===== src/rtl/alu_operand_stage.sv =====
// alu_operand_stage
//   Operand-fetch / issue stage in front of the 32-bit ALU. Holds the
//   architectural register file, reads two sources per instruction and
//   presents A, B, ALUControl and the destination tag through a one-entry
//   valid/ready issue register. Write-back data is bypassed into the read
//   path and into a held (stalled) instruction so the ALU never sees a
//   stale operand.
//
// Ports
//   clk, rst                  clock, asynchronous active-high reset
//   in_valid/in_ready         upstream handshake for a decoded instruction
//   rs1, rs2, rd, alu_ctrl_in source tags, destination tag, ALU op code
//   flush                     drop the held instruction (wins over capture)
//   wb_en, wb_addr, wb_data   register write-back port
//   out_valid/out_ready       downstream handshake
//   A, B, ALUControl, out_rd  issued operands, op code and destination tag
module alu_operand_stage #(
  parameter int DATA_W = 32,
  parameter int NREG   = 32,
  parameter int AW     = 5
) (
  input  logic              clk,
  input  logic              rst,
  input  logic              in_valid,
  output logic              in_ready,
  input  logic [AW-1:0]     rs1,
  input  logic [AW-1:0]     rs2,
  input  logic [AW-1:0]     rd,
  input  logic [3:0]        alu_ctrl_in,
  input  logic              flush,
  input  logic              wb_en,
  input  logic [AW-1:0]     wb_addr,
  input  logic [DATA_W-1:0] wb_data,
  output logic              out_valid,
  input  logic              out_ready,
  output logic [DATA_W-1:0] A,
  output logic [DATA_W-1:0] B,
  output logic [3:0]        ALUControl,
  output logic [AW-1:0]     out_rd
);

  logic [DATA_W-1:0] rf_q [NREG];

  logic              vld_q,  vld_d;
  logic [DATA_W-1:0] a_q,    a_d;
  logic [DATA_W-1:0] b_q,    b_d;
  logic [3:0]        ctrl_q, ctrl_d;
  logic [AW-1:0]     rd_q,   rd_d;
  logic [AW-1:0]     rs1_q,  rs1_d;
  logic [AW-1:0]     rs2_q,  rs2_d;

  logic              capture, consume;
  logic              hit_a, hit_b;
  logic [DATA_W-1:0] rdata1, rdata2;

  // Register file: r0 is never written, so it stays at its reset value 0.
  always_ff @(posedge clk or posedge rst) begin
    if (rst) begin
      for (int i = 0; i < NREG; i++) rf_q[i] <= '0;
    end else if (wb_en && (wb_addr != '0)) begin
      rf_q[wb_addr] <= wb_data;
    end
  end

  // Write-first read: a same-cycle write-back to the source wins over the array.
  always_comb begin
    rdata1 = '0;
    if (rs1 != '0) rdata1 = (wb_en && (wb_addr == rs1)) ? wb_data : rf_q[rs1];
  end

  always_comb begin
    rdata2 = '0;
    if (rs2 != '0) rdata2 = (wb_en && (wb_addr == rs2)) ? wb_data : rf_q[rs2];
  end

  assign in_ready = !vld_q || out_ready;
  // Flush blocks acceptance even though in_ready may read 1.
  assign capture  = in_valid && in_ready && !flush;
  assign consume  = vld_q && out_ready;

  // Write-back hits on the tags of the held instruction.
  assign hit_a = wb_en && (rs1_q != '0) && (wb_addr == rs1_q);
  assign hit_b = wb_en && (rs2_q != '0) && (wb_addr == rs2_q);

  always_comb begin
    vld_d  = vld_q;
    a_d    = a_q;
    b_d    = b_q;
    ctrl_d = ctrl_q;
    rd_d   = rd_q;
    rs1_d  = rs1_q;
    rs2_d  = rs2_q;
    if (flush) begin
      vld_d = 1'b0;
    end else if (capture) begin
      vld_d  = 1'b1;
      a_d    = rdata1;
      b_d    = rdata2;
      ctrl_d = alu_ctrl_in;
      rd_d   = rd;
      rs1_d  = rs1;
      rs2_d  = rs2;
    end else if (consume) begin
      vld_d = 1'b0;
    end else if (vld_q) begin
      // Stalled: keep held operands current with any write-back to their source.
      if (hit_a) a_d = wb_data;
      if (hit_b) b_d = wb_data;
    end
  end

  always_ff @(posedge clk or posedge rst) begin
    if (rst) begin
      vld_q  <= 1'b0;
      a_q    <= '0;
      b_q    <= '0;
      ctrl_q <= '0;
      rd_q   <= '0;
      rs1_q  <= '0;
      rs2_q  <= '0;
    end else begin
      vld_q  <= vld_d;
      a_q    <= a_d;
      b_q    <= b_d;
      ctrl_q <= ctrl_d;
      rd_q   <= rd_d;
      rs1_q  <= rs1_d;
      rs2_q  <= rs2_d;
    end
  end

  assign out_valid  = vld_q;
  assign A          = a_q;
  assign B          = b_q;
  assign ALUControl = ctrl_q;
  assign out_rd     = rd_q;

endmodule


===== config.mk =====
export PLATFORM = sky130hd
export DESIGN_NAME = alu_operand_stage
export DESIGN_NICKNAME = d
export VERILOG_FILES = /design/src/rtl/alu_operand_stage.sv
export SDC_FILE = /design/constraint.sdc
export NUM_CORES = 2
export LEC_CHECK = 0
export ABC_AREA = 1
export BUFFER_PORTS_ARGS = -buffer_cell sky130_fd_sc_hd__buf_2
export CORE_UTILIZATION = 45
export CTS_CLUSTER_SIZE = 40
export DETAILED_ROUTE_END_ITERATION = 6
export GPL_ROUTABILITY_DRIVEN = 1
export PLACE_DENSITY = 0.72
export SYNTH_ARGS = -nofsm -noshare
export SYNTH_HDL_FRONTEND = slang
export SYNTH_SLANG_ARGS = --single-unit

===== constraint.sdc =====
create_clock -name clk -period 77.5 [get_ports clk]
set_input_delay 3.875 -clock clk [delete_from_list [all_inputs] [get_ports clk]]
set_output_delay 3.875 -clock clk [all_outputs]
set_load 0.05 [all_outputs]

==> flow_metrics.tcl <==
set metrics [dict create \
    synth_seq_area_share_pct 43.39 \
    grt_pass1_wl_mm 373.7 \
    leakage_nw 34.45 \
    grt_pass1_vias 60290 \
    rr_worst_depth 8 \
    clock_latency_ns 0.75 \
    dieArea_mm2 0.1435 \
    synth-seq-cells 1108 \
    synth_top_area_share_pct 43.39 \
    rsz0062_at_grt "no" \
    hold_path_depth 0 \
    post-route-period-util_pct 11.18 \
    drive_above_1_share_pct 5.786 \
    required_ns 73.62 \
    chipHeight_um 378.8 \
    drt_iter0_drc 10100 \
    critPathKind "input pin to output port" \
    drc 1 \
    startpoint_type "input pin" \
    syn_area_per_cell_um2 6.550 \
    cp_cell_sequence "buf_2 -> nor2_1 -> inv_1 -> buf_2" \
    grtUsageMet3_pct 8.196 \
    r2r_setup_slack_ns 74.22 \
    ant_nets 0 \
    post-route-min-period_ns 8.665 \
    root_buffer "clkbuf_16" \
    setup-tns-final_ns 0 \
    ys_types 30 \
    postCtsSetupRepairBufs 0 \
    synth_ff_type "dfrtp_1" \
    port_buffers 136 \
    synthesis.nets 9818 \
    cts_hold_buf 0 \
    r2r_end "A[22]" \
    fin_nets 9386 \
    place_congestion 0.8912 \
    gr-total-overflow 0 \
    wl_per_cell_um 22.26 \
    worstHoldPathType "register to register" \
    slew-limit-headroom_pct 12.07 \
    cts.repair.resized 0 \
    min_to "rf_q[1010]" \
    die_w_um 378.8 \
    grt_start_max_net_pins 187 \
    stdcell_area_mm2 0.06879 \
    htree_num_levels 3 \
    core_mm2 0.1402 \
    synth_cells 9756 \
    final-hold-violation-count 0 \
    hp-start "rf_q[1010]" \
    post-dp-hpwl_mm 129.7 \
    vias 65830 \
    ios 137 \
    dr.pass1.iters 7 \
    grt_antenna_before_repair 14 \
    vias_per_cell 5.821 \
    end_kind "output port" \
    initial_utilization_pct 45.57 \
    yosys.area.top_type "dfrtp_1" \
    r2r_start "out_valid" \
    grt.busiest_layer "met2" \
    synthTopCellsByArea "dfrtp_1, nand2_1, nand3_1" \
    clkTransAtPathRegs_ns 0.06 \
    yosysWarnings 0 \
    yosysMostFrequentCell "nand2_1" \
    violations "design-rule violations" \
    cts_tree "yes" \
    cts.sinks 1108 \
    ir_worst_vdd_mv 0.01841 \
    worst_path_most_repeated_cell "buf_2" \
    max_clock_freq_ghz 0.1154 \
    status "finished with violations" \
    arrival_ns 4.79 \
    synth_commonest_cells "nand2_1, nand3_1, dfrtp_1, nor2_1, o21ai_0" \
    placed_area_mm2 0.06471 \
    wl_mm 251.7 \
    synth_edf_count 0 \
    syn2layout_area_growth_pct 7.650 \
    grt_use_met2_pct 51.19 \
    pwr_density_cell_mw_per_mm2 25.30 \
    cts.path.max_buffers 3 \
    track_usage_pct 34.52 \
    fin_worst_skew_ns 0.01971 \
    num_rows 137 \
    synth_area_mm2 0.06390 \
    slowest_stage "nor2_1" \
    cpPeakStageDelay_ns 0.41 \
    path_max_fanout 4 \
    finalSetupViolCount 0 \
    use_met1_pct 44.05 \
    fillers 13990 \
    worst_pin_slew_ns 1.319 \
    drv_cap 0 \
    slew_violations 0 \
    synthArstFlopShare_pct 100.0 \
    cts-buffers-inserted 114 \
]
==> cell usage in the layout (no fill, tap or decap), types with 29 or more instances in the layout <==
master / synthesis / final
nand2_4: 0 / 33
nand3_1: 1154 / 1154
buf_2: 258 / 128
o21ai_0: 923 / 923
nand2_1: 3820 / 3795
a21oi_1: 129 / 128
o21ai_1: 32 / 32
clkbuf_8: 0 / 29
inv_1: 695 / 690
dfrtp_1: 1108 / 1108
buf_4: 4 / 89
nor2_1: 1007 / 1003
clkbuf_16: 0 / 118
o21ai_2: 55 / 54
==> metal layers <==
layer / share of wire, % / vias up
li1: - / 29530
met1: 37 / 30590
met2: 42 / 4633
met3: 13 / 1072
met4: 8.3 / 10
met5: 0.027 / -
==> area by class of cell <==
cell class                      count  area [µm²]  share of cell area, %
Multi-Input combinational cell   7168       30470                  44.30
Antenna cell                       14       35.03                0.05093
Clock buffer                      165        3420                  4.971
Timing Repair Buffer              228        1484                  2.157
Sequential cell                  1108       27730                  40.31
Tap cell                         1876        2347                  3.412
Clock inverter                     46       621.8                 0.9040
Inverter                          704        2680                  3.896
==> registers in the layout, summed over array words and instances, names as in the netlist <==
| register | flops |
|---|---|
| rf_q | 1024 |
| A | 32 |
| B | 32 |
| out_rd | 5 |
| rs1_q | 5 |
| rs2_q | 5 |
| ALUControl | 4 |
| out_valid | 1 |
==> worst max-delay path: cells and delay by family <==
family | cells | cell delay [ns]
buffers and inverters | 3 | 0.50
and+or+nand+nor | 1 | 0.41
==> worst max path at each step <==
stage / end / from / depth (start not counted)
global placement: A[22] / rs1[0] / 15
global route: in_ready / out_ready / 4
finish: in_ready / out_ready / 4
CTS: in_ready / out_ready / 4
detailed placement: A[22] / rs1[0] / 15
floorplan: ALUControl[0] / rst / 1
==> stage by stage <==
stage                     instances  util (%)  hold slack [ns]  total power (W)  worst slack, ns
after floorplan                9756         -           0.4508         0.001028            42.43
after global placement        11080     46.15           0.3857         0.001119            68.58
after detailed placement      11080     46.15           0.3881         0.001134            68.47
after CTS                     11300     49.03           0.4041         0.001729            68.84
after global routing          11300     49.04           0.4155         0.001820            68.76
final                         11310     49.06           0.4006         0.001740            68.84
==> kinds of logic (layout without fill, tap and decap cells) <==
family,count (synthesis),in the layout,share of synthesized area [%]
flops,1108,1108,43.39
other cells,0,14,0
buf+inv,1480,1143,9.375
simple gates,6013,6013,37.80
compound gates,1149,1149,9.346
xor+xnor,6,6,0.08226
==> where the power goes <==
group	internal, W	total [W]	leakage (nW)	switching (W)
combinational	0.000117	0.000384	18.3	0.000267
sequential	0.000685	0.000754	14.1	0.0000689
clock	0.000354	0.000602	2.01	0.000248
total	0.00116	0.00174	34.4	0.000584
No activity file was read; power rests on OpenSTA's default activity.
